## src/rtl/out_port_arbiter.sv

```systemverilog
// Round-robin arbiter granting one of four frame decoders access to an output FIFO.
// A grant is held for a whole frame and is dropped on tlast, on an idle timeout, or on reset.
module out_port_arbiter #(
    parameter int FIFO_DEPTH      = 1024,
    parameter int MAX_FRAME_WORDS = 380,
    parameter int TIMEOUT         = 255
) (
    input  logic        glb_clk,
    input  logic        glb_areset_n,
    input  logic [3:0]  fd_req,
    input  logic        mon_tvalid,
    input  logic        mon_tready,
    input  logic        mon_tlast,
    input  logic [31:0] fifo_space_used,
    output logic [3:0]  fifo_sel_bits,
    output logic        busy,
    output logic        timeout_err,
    output logic [15:0] frame_cnt
);

    localparam logic [31:0] DEPTH_C        = 32'(FIFO_DEPTH);
    localparam logic [31:0] MAX_WORDS_C    = 32'(MAX_FRAME_WORDS);
    localparam logic [15:0] TIMEOUT_LAST_C = 16'(TIMEOUT - 1);

    typedef enum logic [1:0] {
        ST_IDLE  = 2'd0,
        ST_GRANT = 2'd1,
        ST_XFER  = 2'd2
    } state_t;

    // Returns {found, index}; search starts one past the last winner, last winner has lowest priority.
    function automatic logic [2:0] rr_pick(input logic [3:0] req, input logic [1:0] last);
        logic [2:0] res;
        logic [1:0] idx;
        res = 3'b000;
        for (int k = 4; k >= 1; k--) begin
            idx = last + 2'(k);
            if (req[idx]) begin
                res = {1'b1, idx};
            end else begin
                res = res;
            end
        end
        return res;
    endfunction

    state_t      state_r;
    logic [3:0]  sel_r;
    logic        busy_r;
    logic        timeout_err_r;
    logic [15:0] frame_cnt_r;
    logic [1:0]  last_grant_r;
    logic [1:0]  grant_idx_r;
    logic [15:0] idle_cnt_r;

    logic        beat_s;
    logic        space_ok_s;
    logic [2:0]  pick_s;
    logic [3:0]  pick_onehot_s;

    // Beat detection, free-space check and round-robin winner selection.
    always_comb begin
        beat_s = mon_tvalid & mon_tready;
        // An over-full FIFO must not wrap into a huge free-space value.
        if (fifo_space_used > DEPTH_C) begin
            space_ok_s = 1'b0;
        end else begin
            space_ok_s = ((DEPTH_C - fifo_space_used) >= MAX_WORDS_C);
        end
        pick_s        = rr_pick(fd_req, last_grant_r);
        pick_onehot_s = 4'b0001 << pick_s[1:0];
    end

    // Arbitration FSM with all outputs registered.
    always_ff @(posedge glb_clk or negedge glb_areset_n) begin
        if (!glb_areset_n) begin
            state_r       <= ST_IDLE;
            sel_r         <= 4'b0000;
            busy_r        <= 1'b0;
            timeout_err_r <= 1'b0;
            frame_cnt_r   <= 16'd0;
            last_grant_r  <= 2'd3;
            grant_idx_r   <= 2'd0;
            idle_cnt_r    <= 16'd0;
        end else begin
            timeout_err_r <= 1'b0;
            case (state_r)
                ST_IDLE: begin
                    if (pick_s[2] && space_ok_s) begin
                        sel_r       <= pick_onehot_s;
                        grant_idx_r <= pick_s[1:0];
                        busy_r      <= 1'b1;
                        idle_cnt_r  <= 16'd0;
                        state_r     <= ST_GRANT;
                    end else begin
                        sel_r  <= 4'b0000;
                        busy_r <= 1'b0;
                    end
                end
                ST_GRANT, ST_XFER: begin
                    if (beat_s && mon_tlast) begin
                        sel_r        <= 4'b0000;
                        busy_r       <= 1'b0;
                        last_grant_r <= grant_idx_r;
                        frame_cnt_r  <= frame_cnt_r + 16'd1;
                        idle_cnt_r   <= 16'd0;
                        state_r      <= ST_IDLE;
                    end else if (beat_s) begin
                        idle_cnt_r <= 16'd0;
                        state_r    <= ST_XFER;
                    end else if (idle_cnt_r == TIMEOUT_LAST_C) begin
                        // Stalled source: revoke and move priority past it.
                        timeout_err_r <= 1'b1;
                        sel_r         <= 4'b0000;
                        busy_r        <= 1'b0;
                        last_grant_r  <= grant_idx_r;
                        idle_cnt_r    <= 16'd0;
                        state_r       <= ST_IDLE;
                    end else begin
                        idle_cnt_r <= idle_cnt_r + 16'd1;
                    end
                end
                default: begin
                    state_r    <= ST_IDLE;
                    sel_r      <= 4'b0000;
                    busy_r     <= 1'b0;
                    idle_cnt_r <= 16'd0;
                end
            endcase
        end
    end

    assign fifo_sel_bits = sel_r;
    assign busy          = busy_r;
    assign timeout_err   = timeout_err_r;
    assign frame_cnt     = frame_cnt_r;

endmodule

```

## config.mk

```make
export PLATFORM = sky130hd
export DESIGN_NAME = out_port_arbiter
export DESIGN_NICKNAME = d
export VERILOG_FILES = /design/src/rtl/out_port_arbiter.sv
export SDC_FILE = /design/constraint.sdc
export NUM_CORES = 1
export LEC_CHECK = 0
export ABC_AREA = 1
export BUFFER_PORTS_ARGS = -buffer_cell sky130_fd_sc_hd__buf_2
export CAP_MARGIN = 20
export CELL_PAD_IN_SITES_DETAIL_PLACEMENT = 0
export CELL_PAD_IN_SITES_GLOBAL_PLACEMENT = 1
export CORE_ASPECT_RATIO = 1.1
export CORE_MARGIN = 2
export CORE_UTILIZATION = 43
export CTS_CLUSTER_DIAMETER = 50
export DETAILED_ROUTE_END_ITERATION = 12
export PLACE_DENSITY_LB_ADDON = 0.1
export SLEW_MARGIN = 5
export SYNTH_ARGS = -nofsm -noshare
export SYNTH_HDL_FRONTEND = slang
export SYNTH_SLANG_ARGS = --single-unit
```

## constraint.sdc

```tcl
create_clock -name glb_clk -period 4.26 [get_ports glb_clk]
set_clock_uncertainty 0.1 [all_clocks]
set_input_delay 0.426 -clock glb_clk [delete_from_list [all_inputs] [get_ports glb_clk]]
set_output_delay 0.426 -clock glb_clk [all_outputs]
set_load 0.05 [all_outputs]
```

### Word level (Yosys, flattened, before mapping)

Index checks and enable logic that the tools add are counted.
Widths: inputs -> output; s select.

* logic and storage cells: 80
* bits in registers: 44
* memories kept: 0
* bits in writable memories: 0
* latch bits: 0
* bits in read-only memories: 0
* input bits: 41

* bitwise gates (word level): 1
* divide/modulo/power cells: 0
* $mul: 0
* order comparisons: 6
* mux-type cells: 40
* equality and inequality tests: 8
* shifts and indexed selects: 1
* reductions and logical operators: 10
* add/subtract/negate cells: 6

Operators with widths (count)
* $mux 16: 4
* $add 16x1->16 const B: 2
* $ge 32x9->1 const B: 1
* $gt 32x11->1 const B: 1
* $pmux 16 s2: 1
* $sub 11x32->32 const A: 1
* $eq 16x8->1 const B: 1
* $mux 4: 4
* $mux 2: 7
* $mux 1: 13
* $lt 2x3->1 const B: 4
* $mux 3: 4
* $bmux 1 s2: 4
* $pmux 4 s2: 1
* $reduce_and 2->1: 4
* $ne 3x3->1 const B: 2
* $add 2x2->2 const B: 2
* $ne 4x4->1 const B: 1
* $pmux 2 s2: 1
* $shl 1x2->4 const A: 1
* $reduce_and 3->1: 1
* $add 2x1->2 const B: 1
* $eq 2x1->1 const B: 1
* $eq 2x2->1 const B: 1
* other kinds (8): 9

### Logic depth before layout (Yosys ltp)

Gate-level depths: netlist of run 1.

* depth after elaboration: 9
* depth in mapped cells: 19
* mapped depth without buffers: 19

### Worst setup path after synthesis of run 1

OpenSTA, ideal clock, no wires.

* kind: reg-to-reg
* start: register state_r[0]
* end: register frame_cnt_r[13] (netlist: frame_cnt[13])
* arrival: 2.045 ns
* cell stages (with the launch flop): 11
* clock period less this slack: 2.227 ns
* slack: 2.033 ns
* required time: 4.078 ns
* cell sequence: dfrtp_1 -> inv_1 -> ha_1 -> inv_2 -> nor2_1 -> nand4_1 -> inv_1 -> nand4_1 -> nand3b_1 -> nor2_1 -> xor2_1

* cells in the longest elaborated chain, start to end: 3
* elaborated cells on any way between the ends: 4

Ends and longest elaborated chain
* from (decl): RTL line 47 `state_t state_r;`
* from (signal assigned): RTL line 77 `state_r <= ST_IDLE;`
* from (signal assigned): RTL line 94 `state_r <= ST_GRANT;`
* from (signal assigned): RTL line 107 `state_r <= ST_IDLE;`
* $eq 2x1->1 or $eq 2x2->1 (tied branches): RTL line 87 `case (state_r)`
* $reduce_or 2->1 *: RTL line 87
* $reduce_and 2->1 (no source line) *
* to (signal assigned): RTL line 105 `frame_cnt_r <= frame_cnt_r + 16'd1;`
* to (decl): RTL line 51 `logic [15:0] frame_cnt_r;`

Every way passes the cells marked *; elsewhere a longest branch is shown, timed or not.
A chain may end at the register's enable or synchronous reset.

### Final worst setup path of run 1

* start: register state_r[1]
* end: register frame_cnt_r[13] (netlist: frame_cnt[13])

Same word-level chain as after synthesis.

==> results of run 1 <==
worst min-delay path: cells and delay by family:
kind | cells | cell delay [ns]
simple gates | 2 | 0.11
buf+inv | 1 | 0.09
compound gates | 1 | 0.08
sequential cells by signal, indices dropped and copies added (netlist names):
| register | cells |
|---|---|
| busy | 1 |
| fifo_sel_bits | 4 |
| frame_cnt | 16 |
| grant_idx_r | 2 |
| idle_cnt_r | 16 |
| last_grant_r | 2 |
| state_r | 2 |
| timeout_err | 1 |
layer usage:
layer / share of wire, % / global-route usage, % / vias up
li1: - / - / 1883
met1: 44 / 25.1 / 1614
met2: 51 / 37.6 / 70
met3: 3.9 / 2.25 / 12
met4: 1.5 / 5.36 / 0
met5: 0 / 0 / -
logic make-up after synthesis:
group,after synthesis,synth area share (%)
simple gates,353,44.6
buf+inv,88,9.75
flops,44,30.4
compound gates,38,7.00
xor+xnor,25,6.03
fa+ha+maj,5,1.72
mux,2,0.551
timing repair:
action,CTS,global route
hold buffers,0,1
buffers inserted,0,0
endpoints found under the hold margin,0,6
synth_stat cells (all sizes together), types with 5 or more instances:
cell type / number
o21ai: 29
ha: 5
xor2: 18
a21oi: 5
or2: 5
nor2: 87
inv: 83
nand4: 12
dfrtp: 42
nand2: 165
xnor2: 7
nand3: 54
nor3: 23
cells in the final DEF (no fill, tap or decap), types with 14 or more instances in the layout:
| cell | netlist | final |
|---|---|---|
| nand2_1 | 151 | 151 |
| inv_1 | 77 | 77 |
| nor2_1 | 75 | 75 |
| buf_2 | 1 | 62 |
| nand3_1 | 51 | 51 |
| dfrtp_1 | 42 | 42 |
| nor3_1 | 20 | 20 |
| xor2_1 | 18 | 18 |
| o21ai_0 | 14 | 14 |
| o21ai_2 | 14 | 14 |
final timing paths:
path | from | endpoint | slack (ns) | cells after the start
hold / removal | mon_tlast | state_r[1] | 0.36 | 4
setup / recovery | state_r[1] | frame_cnt[13] | 1.64 | 10
min in group asynchronous | glb_areset_n | idle_cnt_r[12] | 0.39 | 2
max in group asynchronous | glb_areset_n | last_grant_r[0] | 3.17 | 3
setup reg to reg | state_r[1] | frame_cnt[13] | 1.64 | 10
hold reg to reg | frame_cnt[15] | frame_cnt[15] | 0.37 | 1
per-stage QoR:
stage	hold slack [ns]	power, µW	cell area (µm²)	utilization, %	cells
2_1_floorplan	0.0304	517	3630	-	555
3_3_place_gp	0.352	574	4040	48.8	723
3_5_place_dp	0.353	574	4040	48.8	723
4_1_cts	0.211	912	4150	50.2	731
5_1_grt	0.381	948	4180	50.5	733
6_report	0.357	898	4180	50.5	733
power groups by stage:
| stage | combinational (µW) | clock [µW] | sequential [µW] |
|---|---|---|---|
| 2_1_floorplan | 77.0 | 0 | 440 |
| 6_report | 140 | 329 | 429 |
| 3_5_place_dp | 137 | 0 | 437 |
| 4_1_cts | 138 | 345 | 429 |
| 5_1_grt | 159 | 359 | 430 |
| 3_3_place_gp | 138 | 0 | 437 |
layout make-up:
| cell class | instances | area, µm² |
|---|---|---|
| tap | 111 | 139 |
| clock buffer | 5 | 68.8 |
| multi-input combinational | 423 | 2170 |
| sequential | 44 | 1100 |
| fill | 870 | 4090 |
| clock inverter | 3 | 46.3 |
| inverter | 83 | 312 |
| timing repair buffer | 64 | 340 |
==> results.txt, run 1 <==
Critical path buffer and inverter count - 3
Sequential area share after synthesis - 30.4%
Min Tclk post-route - 2.62 ns
First-pass GRT wire length - 15400 µm
Die width - 91.6 µm
CTS Buf Count - 5
Internal power - 648 µW
GPL Wtd Cong - 0.931
CP endpoint kind - flop
CP arrival - 2.76 ns
Total gr overflow - 0
Net Sw Frac - 27.8%
Post-synth EDFFs - 0
Clock Path Buffers - 2
FF+latch count, synth - 44
Post-Synthesis Cells - 555
Share of layout cells above drive strength 1 - 21.2%
Synthesized area - 0.00363 mm²
Delay-heaviest family, CP - simple AND/OR/NAND/NOR gates
Synth warn - 0
Antenna Nets Post-Route - 0
Vias - 3579
Remaining DRCs - 0
Fmax - 381 MHz
Crit path launch type - flop
Initial antenna violation count - 0
Power per cell area - 215 mW/mm²
Drt pass-1 iters - 4
Peak VDD IR - 0.220 mV
Max Cap Viol - 0
Dpl hpwl - 7280 µm
Netlist cell types - 38
Relative slew slack - 67.6%
Outcome - completed
Final Net Count - 667
Die area - 0.00920 mm²
IO Pins - 63
Final Hold Fails - 0
Row cnt - 35
TNS Setup - 0 ns
Pin count of the biggest net entering global routing - 45
Critical-path top delay cell - ha_1
Final period utilization - 61.6%
CP peak stage delay - 0.44 ns
Via count of the first global-routing pass - 3446
CP cell instances - inv_1 -> ha_1 -> inv_2 -> nor2_1 -> nand4_1 -> inv_1 -> nand4_1 -> nand3b_1 -> nor2_1 -> xor2_1
Via-per-instance ratio - 4.88
Post-synth net total - 601
CTS Sinks - 44
Setup violators final - 0
Clock network power share - 36.7%
Core Region - 0.00828 mm²
Hold/Removal Path Class - in2reg
CTS tree - yes
Final slew viol count - 0
Iteration-0 DRC Markers - 98
Critical Path RT - 4.39 ns
CP Class - reg2reg
H-tree levels - 2
Final worst setup slack - 1.64 ns
Comb pwr share - 15.6%
Initial core utilization - 43.9%
Clock Pin Slew Worst Setup and Hold Paths - 0.09 ns
Total track usage - 20.3%
CP Max Fanout - 9
Ant diodes - 0
Post-synth top flop - dfrtp_1
Sequential power share - 47.8%
Sw Pwr - 250 µW
Die Height - 100 µm
Average size of a mapped cell - 6.54 µm²
Post-synth ARST share - 100%
Leakage power - 0.00211 µW
CTS resizes - 0
Area Overhead vs Synth - 15.2%
CTS root buffer - clkbuf_8
Top-area cell type share of the netlist area - 28.9%
WL/cell - 12.2 µm
Routed WL - 8980 µm
Area leader, netlist - dfrtp_1
Measured slew at the worst slew-check pin - 0.482 ns
Clk Latency, worst-skew pair - 0.30 ns
Top post-synthesis cells by area - dfrtp_1 (29%), nand2_1 (16%), inv_1 (8.0%)
Setup WS pre-CTS - 1.43 ns
Number of port buffers - 62
RSZ-0062 raised after global routing - false
(Power assumes the default switching activity.)
==> run 2, diff against run 1 <==
- CORE_UTILIZATION: 43 -> 36
- clock period: 4.26 -> 2.34 ns (I/O delays scaled with it)
==> results.txt, run 2 (synthesis results as in run 1) <==
FILL cells - 1094
Min Tclk post-route - 2.20 ns
Final worst setup slack - 0.139 ns
Critical Path RT - 2.48 ns
CP Class - reg2reg
First-pass GRT wire length - 16600 µm
Measured slew at the worst slew-check pin - 0.569 ns
Number of port buffers - 62
Placed insts - 782
Crit path launch type - flop
Final period utilization - 94.1%
Total track usage - 18.7%
CP arrival - 2.34 ns
Ant diodes - 0
Remaining DRCs - 0
Post-Layout Cell Count - 792
Initial core utilization - 36.9%
Area Overhead vs Synth - 26.3%
Peak VDD IR - 0.320 mV
GPL Wtd Cong - 0.865
Setup WS pre-CTS - -0.143 ns
WL/cell - 12.4 µm
Hold Slack - 0.169 ns
CTS Buf Count - 5
Clock Path Buffers - 2
Die area - 0.0109 mm²
Final Hold Fails - 0
Die width - 99.8 µm
Pin count of the biggest net entering global routing - 45
Clk Latency, worst-skew pair - 0.30 ns
Antenna Nets Post-Route - 0
CP Max Fanout - 28
Outcome - completed
CTS Sinks - 44
Via count of the first global-routing pass - 3637
Fmax - 454 MHz
Core Region - 0.00984 mm²
Relative slew slack - 62.1%
CTS root buffer - clkbuf_8
RSZ-0062 raised after global routing - true
Dpl hpwl - 8090 µm
Final slew viol count - 0
Clock Pin Slew Worst Setup and Hold Paths - 0.10 ns
Leakage power - 0.00237 µW
CTS tree - yes
Placement Cell Area - 0.00442 mm²
Total gr overflow - 0
Design Power - 1660 µW
CP endpoint kind - flop
Iteration-0 DRC Markers - 131
Die Height - 109 µm
Via-per-instance ratio - 4.74
Most common cell after layout, fill and taps aside - nand2_1
Initial antenna violation count - 0
Final Net Count - 717
Share of layout cells above drive strength 1 - 27.8%
H-tree levels - 2
IO Pins - 63
Max Cap Viol - 0
Routed WL - 9800 µm
Drt pass-1 iters - 4
Vias - 3751
Design area - 0.00459 mm²
Row cnt - 38
Hold/Removal Path Class - in2reg
Commonest cells after routing, fill and taps aside - nand2_1 (151), inv_1 (77), nor2_1 (73)
Setup violators final - 0
Power per cell area - 363 mW/mm²
==> run 2: area by class of cell <==
| type | instances | area, µm² | share of cell area (%) |
|---|---|---|---|
| Tap cell | 120 | 150 | 3.27 |
| Inverter | 83 | 312 | 6.79 |
| Sequential cell | 44 | 1100 | 24.1 |
| Timing Repair Buffer | 114 | 703 | 15.3 |
| Clock buffer | 5 | 68.8 | 1.50 |
| Clock inverter | 3 | 47.5 | 1.04 |
| Multi-Input combinational cell | 423 | 2200 | 48.0 |
==> run 2: critical path, stage by stage (launching register included) <==
cell	delay, ns
dfstp_2	0.54
inv_1	0.04
or2_2	0.26
o21ai_0	0.10
nand2_1	0.12
nor3b_2	0.22
buf_4	0.15
nor3_2	0.04
nand2_2	0.12
nand2_8	0.16
buf_4	0.19
o21ai_2	0.11
==> run 2: final timing paths <==
kind,depth (start not counted),end,slack [ns],from
max reg2reg,11,idle_cnt_r[0],0.14,last_grant_r[0]
min,4,state_r[1],0.17,mon_tlast
min in group asynchronous,3,idle_cnt_r[0],0.43,glb_areset_n
min reg2reg,1,frame_cnt[15],0.37,frame_cnt[15]
max,11,idle_cnt_r[0],0.14,last_grant_r[0]
max in group asynchronous,3,last_grant_r[0],1.31,glb_areset_n
==> run 2: metal layers <==
metal	up-vias	GRT usage, %	part of all wire (%)
met5	-	0	0
met1	1688	23.7	45
li1	1991	-	-
met4	0	4.01	1.3
met3	12	2.03	2.7
met2	60	34.3	51
==> run 2: timing repair <==
action,CTS,global route
resized for setup,1,5
pin swaps,0,1
gates cloned,0,0
endpoints found under the setup margin,15,24
setup buffers,0,1
hold endpoints to repair,42,0
hold buffers,1,0
==> run 2: power by group <==
group	switching [µW]	total [µW]	internal (µW)	leakage, µW
Combinational	174	282	108	0.00174
Clock	282	604	322	0.0000583
Sequential	8.50	779	770	0.000573
==> run 2: stage by stage <==
stage	TNS (ns)	utilization [%]
after floorplan	0	-
after global placement	-1.33	45.0
after detailed placement	-1.99	45.0
after CTS	0	46.3
after global routing	-0.00386	46.6
final	0	46.6
